$ cat config.mk
export PLATFORM = sky130hd
export DESIGN_NAME = sdram_frame_writer
export DESIGN_NICKNAME = d
export VERILOG_FILES = /design/src/rtl/sdram_pkg.sv /design/src/rtl/sdram_wr_fifo.sv /design/src/rtl/sdram_frame_writer.sv
export SDC_FILE = /design/constraint.sdc
export NUM_CORES = 1
export LEC_CHECK = 0
export BUFFER_PORTS_ARGS = -buffer_cell sky130_fd_sc_hd__buf_2
export CELL_PAD_IN_SITES_DETAIL_PLACEMENT = 1
export CELL_PAD_IN_SITES_GLOBAL_PLACEMENT = 1
export CORE_MARGIN = 3
export CORE_UTILIZATION = 47
export DETAILED_ROUTE_END_ITERATION = 6
export PLACE_DENSITY_LB_ADDON = 0.15
export SETUP_SLACK_MARGIN = 0.2
export SYNTH_ARGS = -nofsm -noshare
export SYNTH_HDL_FRONTEND = slang
export SYNTH_HIERARCHICAL = 1
export SYNTH_SLANG_ARGS = --single-unit
$ cat constraint.sdc
create_clock -name clk_i -period 3.45 [get_ports clk_i]
set_input_delay 0.1725 -clock clk_i [delete_from_list [all_inputs] [get_ports clk_i]]
set_output_delay 0.1725 -clock clk_i [all_outputs]
set_load 0.03 [all_outputs]
$ cat src/rtl/sdram_pkg.sv
// Shared types and host-port width defaults for the SDRAM frame writer.
// Latency: n/a (declarations only).
// Backpressure: n/a (declarations only).
package sdram_pkg;

  localparam int SDRAM_DATA_WIDTH  = 16;
  localparam int SDRAM_HADDR_WIDTH = 23;
  localparam int OVF_CNT_WIDTH     = 16;

  typedef enum logic [1:0] {
    ST_IDLE,
    ST_RUN,
    ST_DRAIN,
    ST_WAIT_DONE
  } sdram_frame_writer_state_t;

endpackage

$ cat src/rtl/sdram_wr_fifo.sv
// Small synchronous first-word-fall-through FIFO holding pixels awaiting a host write.
// Latency: a word pushed at edge N is visible at head_dat (empty=0) from N+1.
// Backpressure: push is refused when full unless a pop happens the same cycle; clr empties it.
module sdram_wr_fifo #(
  parameter int W     = 16,
  parameter int DEPTH = 16
) (
  input  logic         clk_i,
  input  logic         rst_i,
  input  logic         clr,
  input  logic         push,
  input  logic [W-1:0] push_dat,
  input  logic         pop,
  output logic [W-1:0] head_dat,
  output logic         full,
  output logic         empty
);

  localparam int AW = $clog2(DEPTH);

  logic [W-1:0]  mem [DEPTH];
  logic [AW-1:0] rd_ptr;
  logic [AW-1:0] wr_ptr;
  logic [AW:0]   count;
  logic          do_push;
  logic          do_pop;

  assign full     = (count == (AW+1)'(DEPTH));
  assign empty    = (count == '0);
  assign do_pop   = pop && !empty;
  // A full FIFO still takes a word when the head leaves in the same cycle.
  assign do_push  = push && (!full || do_pop);
  assign head_dat = mem[rd_ptr];

  // Pointer and occupancy bookkeeping.
  always_ff @(posedge clk_i) begin
    if (rst_i || clr) begin
      rd_ptr <= '0;
      wr_ptr <= '0;
      count  <= '0;
    end else begin
      if (do_push) wr_ptr <= wr_ptr + AW'(1);
      if (do_pop)  rd_ptr <= rd_ptr + AW'(1);
      case ({do_push, do_pop})
        2'b10:   count <= count + (AW+1)'(1);
        2'b01:   count <= count - (AW+1)'(1);
        default: count <= count;
      endcase
    end
  end

  // Storage array; contents are only observed through a valid head, so no reset.
  always_ff @(posedge clk_i) begin
    if (do_push) mem[wr_ptr] <= push_dat;
  end

endmodule

$ cat src/rtl/sdram_frame_writer.sv
// Captures one frame from a non-stallable pixel stream and writes it word-by-word to the SDRAM host port.
// Latency: pixel accepted at edge N can be presented as a write (wr_o) from N+1; one word/cycle sustained.
// Backpressure: none upstream; pixels arriving with a full FIFO are dropped and flagged (overflow_o,
//   plus a saturating ovf_cnt_o when SDRAM_WR_OVF_CNT_EN is defined).
module sdram_frame_writer
  import sdram_pkg::*;
#(
  parameter int                     DATA_WIDTH  = SDRAM_DATA_WIDTH,
  parameter int                     HADDR_WIDTH = SDRAM_HADDR_WIDTH,
  parameter int                     FIFO_DEPTH  = 16,
  parameter int                     FRAME_WORDS = 1228800,
  parameter logic [HADDR_WIDTH-1:0] BASE_ADDR   = '0
) (
  input  logic                   clk_i,
  input  logic                   rst_i,
  input  logic                   start_i,
  input  logic [DATA_WIDTH-1:0]  pix_i,
  input  logic                   pix_valid_i,
  output logic                   wr_o,
  output logic                   rd_o,
  output logic [HADDR_WIDTH-1:0] addr_o,
  output logic [DATA_WIDTH-1:0]  data_o,
  input  logic                   op_begun_i,
  input  logic                   done_i,
`ifdef SDRAM_WR_OVF_CNT_EN
  output logic [OVF_CNT_WIDTH-1:0] ovf_cnt_o,
`endif
  output logic                   busy_o,
  output logic                   frame_done_o,
  output logic                   overflow_o
);

  localparam int CNT_W = $clog2(FRAME_WORDS + 1);

  sdram_frame_writer_state_t state;
  logic [CNT_W-1:0]       in_cnt;
  logic [HADDR_WIDTH-1:0] addr_q;
  logic [DATA_WIDTH-1:0]  head_dat;
  logic                   fifo_full;
  logic                   fifo_empty;
  logic                   fifo_clr;
  logic                   push;
  logic                   pop;
  logic                   drop;
  logic                   arm;
  logic                   last_pix;

  assign arm      = (state == ST_IDLE) && start_i;
  assign fifo_clr = arm;
  // A request stays up while anything is buffered; it is retired only when the controller begins it.
  assign pop      = !fifo_empty && op_begun_i;
  assign push     = (state == ST_RUN) && pix_valid_i && (!fifo_full || pop);
  assign drop     = (state == ST_RUN) && pix_valid_i && fifo_full && !pop;
  assign last_pix = (in_cnt == CNT_W'(FRAME_WORDS - 1));

  assign wr_o   = !fifo_empty;
  assign rd_o   = 1'b0;
  assign addr_o = addr_q;
  assign data_o = fifo_empty ? '0 : head_dat;
  assign busy_o = (state != ST_IDLE);

  sdram_wr_fifo #(
    .W     (DATA_WIDTH),
    .DEPTH (FIFO_DEPTH)
  ) u_fifo (
    .clk_i    (clk_i),
    .rst_i    (rst_i),
    .clr      (fifo_clr),
    .push     (push),
    .push_dat (pix_i),
    .pop      (pop),
    .head_dat (head_dat),
    .full     (fifo_full),
    .empty    (fifo_empty)
  );

  // Frame sequencing: count incoming pixels, advance the write address per accepted write,
  // and hand back completion once the controller signals the last operation done.
  // addr_q doubles as BASE_ADDR + wr_idx, wrapping naturally at the host address width;
  // dropped words never advance it, so the stored frame is contiguous.
  always_ff @(posedge clk_i) begin
    if (rst_i) begin
      state        <= ST_IDLE;
      in_cnt       <= '0;
      addr_q       <= BASE_ADDR;
      frame_done_o <= 1'b0;
      overflow_o   <= 1'b0;
    end else begin
      frame_done_o <= 1'b0;
      if (pop) addr_q <= addr_q + HADDR_WIDTH'(1);
      case (state)
        ST_IDLE: begin
          if (start_i) begin
            state      <= ST_RUN;
            in_cnt     <= '0;
            addr_q     <= BASE_ADDR;
            overflow_o <= 1'b0;
          end
        end
        ST_RUN: begin
          if (pix_valid_i) begin
            in_cnt <= in_cnt + CNT_W'(1);
            if (drop) overflow_o <= 1'b1;
            if (last_pix) state <= ST_DRAIN;
          end
        end
        ST_DRAIN: begin
          if (fifo_empty) state <= ST_WAIT_DONE;
        end
        ST_WAIT_DONE: begin
          if (done_i) begin
            frame_done_o <= 1'b1;
            state        <= ST_IDLE;
          end
        end
        default: state <= ST_IDLE;
      endcase
    end
  end

`ifdef SDRAM_WR_OVF_CNT_EN
  // Saturating count of words dropped in the current frame.
  always_ff @(posedge clk_i) begin
    if (rst_i || arm) begin
      ovf_cnt_o <= '0;
    end else if (drop && (ovf_cnt_o != '1)) begin
      ovf_cnt_o <= ovf_cnt_o + OVF_CNT_WIDTH'(1);
    end
  end
`endif

endmodule
# Word-level counts from Yosys, hierarchy flattened
# Memory sizes are Yosys's and may differ from the RTL's. A register that Yosys moved wholly into a read port is not among the register bits.
# Index checks and enable logic that the tools add are counted.
# word_totals
output_inout_bits	44
mem_bits_rw	256
memories	1
regBits	61
# op_classes
reduce_logical	23
addsub	6
mux	23
n_bitwise	1
eq_ne	13
# memory_table
memory	depth	word_bits	read_ports	rd_ports_with_merged_regs	write_ports	line_no	source
u_fifo.mem	16	16	1	1	1	sdram_wr_fifo.sv:21	logic [W-1:0] mem [DEPTH];
# op_table
cell	n
$mux W23	3
$mux W21	2
$pmux W21 S2	1
$add A23 B1 Y23 const B	1
$add A21 B1 Y21 const B	1
$eq A21 B21 Y1 const B	1
$mux W16	1
$ne A2 B2 Y1 const B	6
$mux W2	5
$pmux W5 S2	1
$add A4 B1 Y4 const B	2
$logic_and A1 B1 Y1	8
$mux W4	2
$pmux W2 S4	1
$eq A2 B2 Y1 const B	3
$mux W1	6
$reduce_bool A2 Y1	3
$add A5 B1 Y5 const B	1
$eq A5 B5 Y1 const B	1
$logic_not A5 Y1	1
$reduce_and A5 Y1	1
$sub A5 B1 Y5 const B	1
$eq A2 B1 Y1 const B	2
$reduce_and A4 Y1	1
7 further kinds	11

# Depth between registers and ports, before layout
# Gate-level depths: netlist (run 1).
# logic_depth
depth_word	8
ltp_mapped	16
ltp_nobuf	13

# Modules after synthesis
# Netlist (run 1), hierarchy kept.
# modules_own_cells
mod	seq_area_each_um2	instances	cells_each	area_per_inst_um2
sdram_wr_fifo	8027.7	1	527	10647.7
sdram_frame_writer	960.9	1	312	2522.4

# Least setup slack after synthesis (run 1)
# Ideal clock, no wire load.
# synth_path
path_kind	flip-flop to flip-flop
from	register u_fifo.count[1]
to	memory u_fifo.mem[0][0] (enable)
required_time_ps	3020
setup_ps	430
path_buffers	3
stages_incl_launch_ff	11
path_slack_ps	-461
arrival_ps	3481
cell_sequence	dfxtp_1 or4_1 buf_4 nor2_1 clkbuf_1 inv_1 nand2_1 a21oi_1 clkbuf_1 o21ai_4 nor4_1
# synth_via
elab_chain_cells	8
word_cells_on_any_way	12
cone_classes	eq/ne: 1; mux: 2; reduce/logical: 9
# synth_rtl
item	line_no	source
start, declared	sdram_wr_fifo.sv:24	logic [AW:0] count;
start signal, assigned	sdram_wr_fifo.sv:45	2'b10: count <= count + (AW+1)'(1);
start signal, assigned	sdram_wr_fifo.sv:46	2'b01: count <= count - (AW+1)'(1);
start signal, assigned	sdram_wr_fifo.sv:47	default: count <= count;
$logic_not A5 Y1	sdram_wr_fifo.sv:29	assign empty = (count == '0);
net fifo_empty	sdram_frame_writer.sv:40	logic fifo_empty;
$logic_not A1 Y1	--	
net wr_o	sdram_frame_writer.sv:19	output logic wr_o,
$logic_and A1 B1 Y1	sdram_frame_writer.sv:51	assign pop = !fifo_empty && op_begun_i;
$logic_or A1 B1 Y1	sdram_frame_writer.sv:52	assign push = (state == ST_RUN) && pix_valid_i && (!fifo_full || pop);
$logic_and A1 B1 Y1	sdram_frame_writer.sv:52	
net push	sdram_frame_writer.sv:42	logic push;
$logic_and A1 B1 Y1	sdram_wr_fifo.sv:32	assign do_push = push && (!full || do_pop);
$mux W1	sdram_wr_fifo.sv:54	if (do_push) mem[wr_ptr] <= push_dat;
$mux W1 (implied by the code)	sdram_wr_fifo.sv:54	
end, declared	sdram_wr_fifo.sv:21	
# The timed path passes the listed nets, and every way through them passes these cells.

# Worst setup path after layout (run 1)
# layout_path
from	register u_fifo.count[0]
to	register u_fifo.count[4]
# layout_via
elab_chain_cells	8
word_cells_on_any_way	16
cone_classes	add/sub: 2; eq/ne: 3; mux: 1; reduce/logical: 10
# layout_rtl
item	line_no	source
$logic_not A5 Y1 (*)	sdram_wr_fifo.sv:29	
net fifo_empty	sdram_frame_writer.sv:40	
$logic_not A1 Y1 (*)	sdram_frame_writer.sv:51	
$logic_and A1 B1 Y1 (*)	sdram_frame_writer.sv:51	
net pop	sdram_frame_writer.sv:43	logic pop;
$logic_or A1 B1 Y1 or $logic_and A1 B1 Y1 (tied branches)	sdram_frame_writer.sv:52, sdram_wr_fifo.sv:30	
$logic_and A1 B1 Y1 or $logic_or A1 B1 Y1 (tied branches)	sdram_frame_writer.sv:52, sdram_wr_fifo.sv:32	
$logic_and A1 B1 Y1	sdram_wr_fifo.sv:32	
$eq A2 B1 Y1 or $eq A2 B2 Y1 (tied branches)	sdram_wr_fifo.sv:44	case ({do_push, do_pop})
$pmux W5 S2 or $reduce_bool A2 Y1 (tied branches)	--	
# Mark *: on every way through the listed nets, which the timed path passes. The rest lies on a longest branch.
# A chain may end at the register's enable or synchronous reset.

==> impl_metrics.py, run 1 <==
metrics = {
    "clock_tree": {
        "htreeDepth": 2,
        "clkTransAtPathRegs_ps": 60,
        "cts_tree": "built",
        "clk_latency_ps": 510,
        "cts.sink_count": 321,
        "clock_path_buffers": 3,
        "root_buffer": "clkbuf_16",
        "numCtsBuffers": 34,
    },
    "floorplan": {
        "die_w_um": 173,
        "start_util": 0.483,
        "pin_count": 66,
        "dieArea_mm2": 0.0301,
        "placementRows": 60,
        "core_area_mm2": 0.0273,
        "die_y_um": 173,
    },
    "yosys": {
        "syn_nets": 877,
        "synth.ff_latch_count": 321,
        "synth_area_mm2": 0.0132,
        "netlist.top_cell.by_area": "edfxtp_1",
        "synth_ff_type": "edfxtp_1",
        "yosysUniqueCellTypes": 53,
        "synth.yosys.seq_area_share": 0.683,
        "synth_area_leaders": "edfxtp_1, mux4_2, dfxtp_1, a22oi_1, ha_1",
        "synthCells": 839,
        "yosys.area.top_type_share": 0.584,
        "ys_warn_count": 6,
        "synthArstFlopShare": 0,
        "synth-edff-count": 256,
        "postSynthAreaPerCell_um2": 15.7,
    },
    "global_routing": {
        "grt_pass1_vias": 8056,
        "grt_overflow": 0,
        "grt_max_degree": 41,
        "antenna_found_initial": 0,
        "grt_first_pass_wirelength_mm": 46.8,
        "grtUsageTotal": 0.198,
    },
    "job": {
        "maxCapViolCount": 0,
    },
    "place": {
        "pre_cts_slack_ps": 393,
        "dp_cells": 1247,
        "port_buffers": 64,
        "dp_hpwl_mm": 19.5,
        "dpl-instance-area_mm2": 0.0140,
        "gp_congestion": 0.825,
    },
    "critical_path": {
        "worstPathArrival_ps": 3420,
        "worstPathCellList": "or4_1 > nor2_2 > inv_2 > nand2_1 > clkinvlp_4 > nor2b_2 > o21ai_4 > inv_1 > ha_1 > nand2b_1 > a21o_1 > a311oi_1 > nand3_1",
        "cp-end-kind": "flip-flop",
        "max_stage_delay_ps": 560,
        "cp.required_ps": 3810,
        "path_max_fanout": 7,
        "critPathLaunch": "u_fifo/count[0]",
        "crit_type": "reg -> reg",
        "start_kind": "flip-flop",
        "timing.rr.start": "u_fifo/count[0]",
        "cpMaxStageDelayCell": "or4_1",
    },
    "route": {
        "vias": 7646,
        "final_antenna_net_count": 0,
        "routedWlPerCell_um": 22.5,
        "drcViolationCount": 0,
        "wl_mm": 29.6,
        "dr.pass1.iters": 4,
        "detail_route.iter0.violations": 539,
        "via_per_inst": 5.82,
    },
    "timing": {
        "hold_violations": 0,
        "fmax_ghz": 0.327,
        "finalSetupTns_ps": 0,
        "setup_violations": 0,
        "fin_crit_sh": 0.886,
        "skew_ps": 21.0,
        "min_period_ps": 3060,
        "slew_headroom": 0.355,
        "drv_slew": 0,
        "rsz0062_at_grt": "false",
        "whs_ps": 22.2,
        "worstMarginPinSlew_ps": 966,
        "final.setup.worst_slack_ps": 393,
    },
    "finish": {
        "area_delta_synth_final_pct": 14.5,
        "final_common_cell": "edfxtp_1",
        "fin_util": 0.554,
        "fin_area_mm2": 0.0151,
        "final_cell_count_no_fill": 1313,
        "diodes": 0,
        "drive_gt1_frac": 0.241,
        "final_cell_mix": "edfxtp_1, buf_2, mux4_2",
        "nets": 953,
    },
    "pwr": {
        "vdd.ir_drop.worst_v": 0.000292,
        "power_mw": 8.62,
        "power_density_mw_per_mm2": 572,
        "leakage_nw": 4.97,
    },
    "min_path": {
        "min_path_type": "in -> reg",
        "worstHoldStart": "rst_i",
    },
    "outcome": {
        "outcome": "finished clean",
    },
}
where the power goes:
| part | switching (mW) | internal [mW] | total, mW |
|---|---|---|---|
| clock network | 1.45 | 2.04 | 3.49 |
| logic | 0.586 | 0.281 | 0.866 |
| registers | 0.0367 | 4.23 | 4.27 |
| total | 2.07 | 6.55 | 8.62 |
registers in the layout (all words and copies together) (netlist names), named ones only:
signal / flops
u_fifo/rd_ptr: 4
addr_o: 23
u_fifo/wr_ptr: 4
u_fifo/count: 5
u_fifo/mem: 256
in_cnt: 21
state: 2
overflow_o: 1
frame_done_o: 1
timing repair:
action | 4_1_cts | 5_1_grt
resized for setup | 0 | 7
hold buffers | 1 | 0
setup buffers | 0 | 3
hold endpoints to repair | 1 | 0
endpoints found under the setup margin | 0 | 67
Yosys cell counts (3+ instances only):
library cell	instances
xnor2_1	9
nor4_1	9
mux2i_1	7
or3_1	13
edfxtp_1	256
inv_1	21
and3_1	7
xor2_1	7
clkbuf_1	31
a22oi_1	32
nand4_1	11
dfxtp_1	65
nand2b_1	8
nand2_1	47
a21o_1	3
o31ai_1	10
a31oi_1	3
ha_1	15
nand3_1	16
mux4_2	64
o21ai_0	17
o211ai_1	7
nor2_1	43
nor2b_1	26
and2_1	6
nor3_1	8
buf_2	10
or4_1	19
and4_1	5
a21oi_1	32
final timing paths:
kind | endpoint | slack [ps] | depth (start not counted)
setup / recovery | u_fifo/count[4] | 390 | 13
setup reg to reg | u_fifo/count[4] | 390 | 13
hold reg to reg | addr_o[21] | 490 | 2
hold / removal | frame_done_o | 20 | 2
per-layer routing:
layer	wire length (um)	GRT usage	up-vias
li1	-	-	3468
met1	13100	0.271	3974
met2	14800	0.335	172
met3	1210	0.0318	32
met4	456	0.0446	0
met5	0	0	-
layout make-up:
type                       count  area (um^2)
tap                          372          465
clock buffer                  43          915
timing repair buffer          85          505
multi-input combinational    452         3960
fill                        2582        12200
sequential                   321         8990
clock inverter                19          161
inverter                      21         82.6
cells by family after synthesis:
logic type	synth area share
DFF	0.683
other	0.000285
adders and majority gates	0.0158
AOI/OAI and AO/OA	0.0607
and+or+nand+nor	0.0941
muxes	0.116
buffers and inverters	0.0203
xor gates and xnor gates	0.0106
critical path: cells and delay by family (launching register included):
kind	cells	cell delay [ps]
AO/OA/AOI/OAI	3	570
adder cells (fa/ha/maj)	1	370
buffers and inverters	3	370
flip-flops	1	350
AND/OR/NAND/NOR	6	1270
(Power assumes the default switching activity.)
==> inputs of run 2 (changes only) <==
- SYNTH_HIERARCHICAL: 1 -> not set
==> run 2 against run 1 <==
  * Final cell count down 5.9%
  * Clock skew down 8.4 ps
  * Register-to-register slack about the same
  * Critical path type unchanged
  * Critical endpoint is now u_fifo.count[4]
==> impl_metrics.py, run 2 <==
metrics = {
    "job": {
        "maxCapViolCount": 0,
    },
    "clock_tree": {
        "cts_tree": "built",
        "cts.sink_count": 321,
        "numCtsBuffers": 35,
        "clock_path_buffers": 3,
        "clkTransAtPathRegs_ps": 60,
        "clk_latency_ps": 500,
        "root_buffer": "clkbuf_16",
        "htreeDepth": 2,
    },
    "timing": {
        "min_period_ps": 3060,
        "whs_ps": 31.3,
        "slew_headroom": 0.495,
        "worstMarginPinSlew_ps": 755,
        "finalSetupTns_ps": 0,
        "setup_violations": 0,
        "skew_ps": 12.5,
        "final.setup.worst_slack_ps": 387,
        "fin_crit_sh": 0.888,
        "rsz0062_at_grt": "false",
        "fmax_ghz": 0.327,
        "hold_violations": 0,
        "drv_slew": 0,
    },
    "yosys": {
        "synth-edff-count": 256,
        "synthCells": 782,
        "synth.most_common_cell": "edfxtp_1",
        "synth_ff_type": "edfxtp_1",
        "yosysUniqueCellTypes": 54,
        "yosys.area.top_type_share": 0.593,
        "synth_area_leaders": "edfxtp_1, mux4_2, dfxtp_1, mux2i_1, nor2_1",
        "syn_nets": 819,
        "synth.ff_latch_count": 321,
        "netlist.top_cell.by_area": "edfxtp_1",
        "synth_area_mm2": 0.0130,
        "ys_warn_count": 0,
        "synthArstFlopShare": 0,
        "postSynthAreaPerCell_um2": 16.6,
        "synth.yosys.seq_area_share": 0.693,
        "synth.top_cells.by_count": "edfxtp_1, dfxtp_1, mux4_2",
    },
    "global_routing": {
        "grt_first_pass_wirelength_mm": 45.6,
        "grt_max_degree": 65,
        "grt_overflow": 0,
        "grt_pass1_vias": 7838,
        "grtUsageTotal": 0.204,
        "antenna_found_initial": 0,
    },
    "floorplan": {
        "start_util": 0.480,
        "core_area_mm2": 0.0270,
        "dieArea_mm2": 0.0296,
        "die_w_um": 172,
        "placementRows": 60,
        "pin_count": 66,
        "die_y_um": 172,
    },
    "pwr": {
        "vdd.ir_drop.worst_v": 0.000336,
        "power_density_mw_per_mm2": 606,
        "leakage_nw": 4.87,
        "power_mw": 9.05,
    },
    "route": {
        "vias": 7185,
        "detail_route.iter0.violations": 620,
        "dr.pass1.iters": 5,
        "routed.top_layer": "met4",
        "wl_mm": 29.7,
        "drcViolationCount": 0,
        "m1WireLength_mm": 12.7,
        "routedWlPerCell_um": 24.1,
        "detailroute.wirelength.met2_mm": 15.3,
        "via_per_inst": 5.82,
        "final_antenna_net_count": 0,
        "route.met3.wl_mm": 1.15,
    },
    "place": {
        "dpl-instance-area_mm2": 0.0138,
        "dp_hpwl_mm": 18.4,
        "pre_cts_slack_ps": 147,
        "port_buffers": 64,
        "gp_congestion": 0.793,
    },
    "finish": {
        "final_cell_mix": "edfxtp_1, mux4_2, buf_2",
        "area_delta_synth_final_pct": 15.1,
        "fin_area_mm2": 0.0149,
        "largest_reg_flops": 256,
        "top_register": "u_fifo.mem",
        "drive_gt1_frac": 0.242,
        "final_common_cell": "edfxtp_1",
        "nets": 909,
        "diodes": 0,
    },
    "critical_path": {
        "crit_type": "reg -> reg",
        "path_max_fanout": 8,
        "start_kind": "flip-flop",
        "worstPathArrival_ps": 3450,
        "cp.required_ps": 3840,
        "cp-end-kind": "flip-flop",
    },
    "min_path": {
        "min_path_type": "in -> reg",
    },
    "outcome": {
        "outcome": "finished clean",
    },
}
## run 2: per-stage QoR
stage	std cells	util
4_1_cts	1235	0.552
6_report	1235	0.553
5_1_grt	1235	0.553
3_5_place_dp	1174	0.511
3_3_place_gp	1174	0.511
2_1_floorplan	782	-
## run 2: logic make-up (layout without fill, tap and decap cells)
kind of cell,after synthesis,count (layout),synth area share
mux,101,101,0.140
compound gates,53,53,0.0273
other cells,1,1,0.000289
simple gates,186,186,0.0736
buf+inv,57,169,0.0194
flops,321,321,0.693
fa+ha+maj,15,15,0.0145
xor+xnor,48,48,0.0324
## run 2: power by group
group	switching (mW)	internal, mW	total (mW)	leakage (nW)
logic	0.740	0.422	1.16	1.51
clock network	1.43	2.14	3.56	0.528
registers	0.0714	4.25	4.32	2.83
total	2.24	6.81	9.05	4.87
## run 2: layer usage
metal / global-route usage / vias up
li1: - / 3230
met1: 0.263 / 3749
met4: 0.0548 / 0
met3: 0.0302 / 47
met5: 0 / -
met2: 0.364 / 159
## run 2: worst max-delay path, stage by stage (launching register included)
cell and delay [ps]:
dfxtp_1 360, or4_4 600, o311a_4 380, clkinv_2 150, ha_4 190, xor2_1 80, ha_1 230, a211o_1 280
a211o_1 310, nor3_1 200, a31oi_1 60, o311ai_0 110
## run 2: repair_timing
action | CTS | global route
resized for setup | 2 | 2
hold buffers | 2 | 0
endpoints found under the setup margin | 1 | 3
buffers inserted | 0 | 0
hold endpoints to repair | 5 | 0
pin swaps | 0 | 0
## run 2: worst paths after layout
path                    from               to  cells past startpoint  slack, ps
min              pix_valid_i        in_cnt[1]                      3         30
min reg2reg       overflow_o       overflow_o                      2        500
max reg2reg  u_fifo.count[0]  u_fifo.count[4]                     11        390
max          u_fifo.count[0]  u_fifo.count[4]                     11        390
## run 2: layout make-up
type | instances | area (um^2)
Inverter | 19 | 72.6
Clock inverter | 13 | 113
Fill cell | 2504 | 12100
Clock buffer | 46 | 980
Sequential cell | 321 | 9000
Tap cell | 341 | 427
Multi-Input combinational cell | 404 | 3780
Timing Repair Buffer | 91 | 566
==> inputs of run 3 (changes only) <==
- CORE_UTILIZATION: 47 -> 49
- CTS_BUF_LIST: not set -> sky130_fd_sc_hd__clkbuf_2 sky130_fd_sc_hd__clkbuf_4 sky130_fd_sc_hd__clkbuf_8
- SKIP_LAST_GASP: not set -> 1
==> run 3 against run 2 <==
  * Power decreased by 6.1%
  * Hold slack improved by 58 ps
  * Sequential power is essentially flat
  * Critical endpoint unchanged
  * Highest routed layer unchanged
==> impl_metrics.py, run 3 (synthesized netlist as in run 2, its figures left out) <==
metrics = {
    "finish": {
        "area_delta_synth_final_pct": 15.6,
        "final_cell_count_no_fill": 1280,
        "final_common_cell": "edfxtp_1",
        "largest_reg_flops": 256,
        "final_cell_mix": "edfxtp_1, mux4_2, buf_2",
        "multi_input_area_mm2": 0.00379,
        "fillCellCount": 2401,
        "nets": 945,
        "top_register": "u_fifo.mem",
        "diodes": 0,
        "register_area_mm2": 0.00900,
        "drive_gt1_frac": 0.264,
    },
    "min_path": {
        "min_path_type": "in -> reg",
        "worstHoldStart": "op_begun_i",
    },
    "timing": {
        "fin_crit_sh": 0.881,
        "setup_violations": 0,
        "finalSetupTns_ps": 0,
        "skew_ps": 20.8,
        "hold_violations": 0,
        "slew_headroom": 0.386,
        "rsz0062_at_grt": "false",
        "worstMarginPinSlew_ps": 921,
        "fmax_ghz": 0.329,
        "drv_slew": 0,
        "min_period_ps": 3040,
    },
    "floorplan": {
        "die_y_um": 169,
        "start_util": 0.506,
        "pin_count": 66,
        "die_w_um": 169,
        "core_area_mm2": 0.0256,
        "placementRows": 58,
        "dieArea_mm2": 0.0285,
    },
    "outcome": {
        "outcome": "finished clean",
    },
    "clock_tree": {
        "numCtsBuffers": 52,
        "cts_tree": "built",
        "clk_latency_ps": 560,
        "cts.sink_count": 321,
        "clkTransAtPathRegs_ps": 60,
        "root_buffer": "clkbuf_8",
        "htreeDepth": 2,
        "clock_path_buffers": 3,
    },
    "job": {
        "maxCapViolCount": 0,
    },
    "critical_path": {
        "timing.rr.start": "u_fifo.count[0]",
        "cp.required_ps": 3870,
        "cp-end-kind": "flip-flop",
        "max_stage_delay_ps": 590,
        "r2r_end": "u_fifo.count[4]",
        "crit_type": "reg -> reg",
        "crit_top_cell": "a211o_1",
        "cpMaxStageDelayCell": "or4_4",
        "worstPathCellList": "or4_4 > o311a_4 > clkinv_2 > ha_4 > xor2_1 > ha_1 > a211o_1 > a211o_1 > nor3_2 > a31oi_1 > o311ai_0",
        "crit_end": "u_fifo.count[4]",
        "critPathLaunch": "u_fifo.count[0]",
        "start_kind": "flip-flop",
        "ff2ff_setup_slack_ps": 410,
        "worstPathArrival_ps": 3460,
        "path_max_fanout": 8,
        "r2r_cells": 11,
    },
    "pwr": {
        "vdd.ir_drop.worst_v": 0.000389,
        "power_density_mw_per_mm2": 567,
        "power_mw": 8.50,
        "leakage_nw": 4.94,
    },
    "route": {
        "via_per_inst": 5.73,
        "drcViolationCount": 0,
        "vias": 7335,
        "dr.pass1.iters": 5,
        "wl_mm": 29.6,
        "detail_route.iter0.violations": 493,
        "final_antenna_net_count": 0,
        "routedWlPerCell_um": 23.2,
    },
    "global_routing": {
        "grt_first_pass_wirelength_mm": 46.9,
        "antenna_found_initial": 0,
        "busiest_layer": "met2",
        "grtUsageTotal": 0.213,
        "grt_max_degree": 40,
        "grt_pass1_vias": 8099,
        "met2_usage": 0.369,
        "grt.met3_usage": 0.0369,
        "grt_overflow": 0,
        "grtUsageMet1": 0.276,
    },
    "place": {
        "dp_hpwl_mm": 18.6,
        "port_buffers": 64,
        "dp_cells": 1165,
        "gp_congestion": 0.803,
    },
}
[run 3: layer usage]
metal | vias up | routed length [um]
met5 | - | 0
met4 | 0 | 741
met3 | 45 | 1320
met2 | 188 | 15200
met1 | 3782 | 12400
li1 | 3320 | -
[run 3: final cells by class]
| class | count | area share |
|---|---|---|
| clock inverters | 28 | 0.00826 |
| clock buffers | 68 | 0.0558 |
| multi-input cells | 404 | 0.253 |
| repair buffers | 110 | 0.0509 |
| flip-flops and latches | 321 | 0.600 |
| well taps | 330 | 0.0275 |
| inverters | 19 | 0.00484 |
[run 3: worst min-delay path by stage]
stage                 endpoint  slack [ps]  cells after the start
global route        overflow_o         100                      4
global placement     in_cnt[1]         420                      2
finish              overflow_o          90                      4
CTS                 overflow_o          60                      4
floorplan            in_cnt[1]         240                      1
detailed placement    state[1]         430                      2
[run 3: worst max-delay path, delay by kind of cell, from the launching register on]
family                   cells  cell delay [ps]
AO/OA/AOI/OAI                5             1210
AND/OR/NAND/NOR              2              790
adder cells (fa/ha/maj)      2              390
flip-flops                   1              360
buffers and inverters        1               90
XOR/XNOR                     1               70
[run 3: repair_timing]
| item | in CTS | in global routing |
|---|---|---|
| hold buffers | 19 | 0 |
| gates resized for setup | 2 | 3 |
| endpoints found under the hold margin | 262 | 0 |
| endpoints found under the setup margin | 1 | 1 |
| setup buffers | 0 | 0 |
[run 3: metrics by stage]
stage	setup WS [ps]	cell area, um^2	hold slack (ps)	util
global route	263	15000	102	0.585
floorplan	381	13000	242	-
finish	410	15000	89.4	0.585
detailed placement	98.4	13800	432	0.539
CTS	222	15000	58.1	0.585
global placement	401	13800	417	0.539
[run 3: power breakdown]
part           internal [mW]  switching (mW)  total (mW)
logic                  0.439           0.740        1.18
registers               4.25          0.0695        4.32
clock network           1.58            1.42        3.00
total                   6.27            2.23        8.50
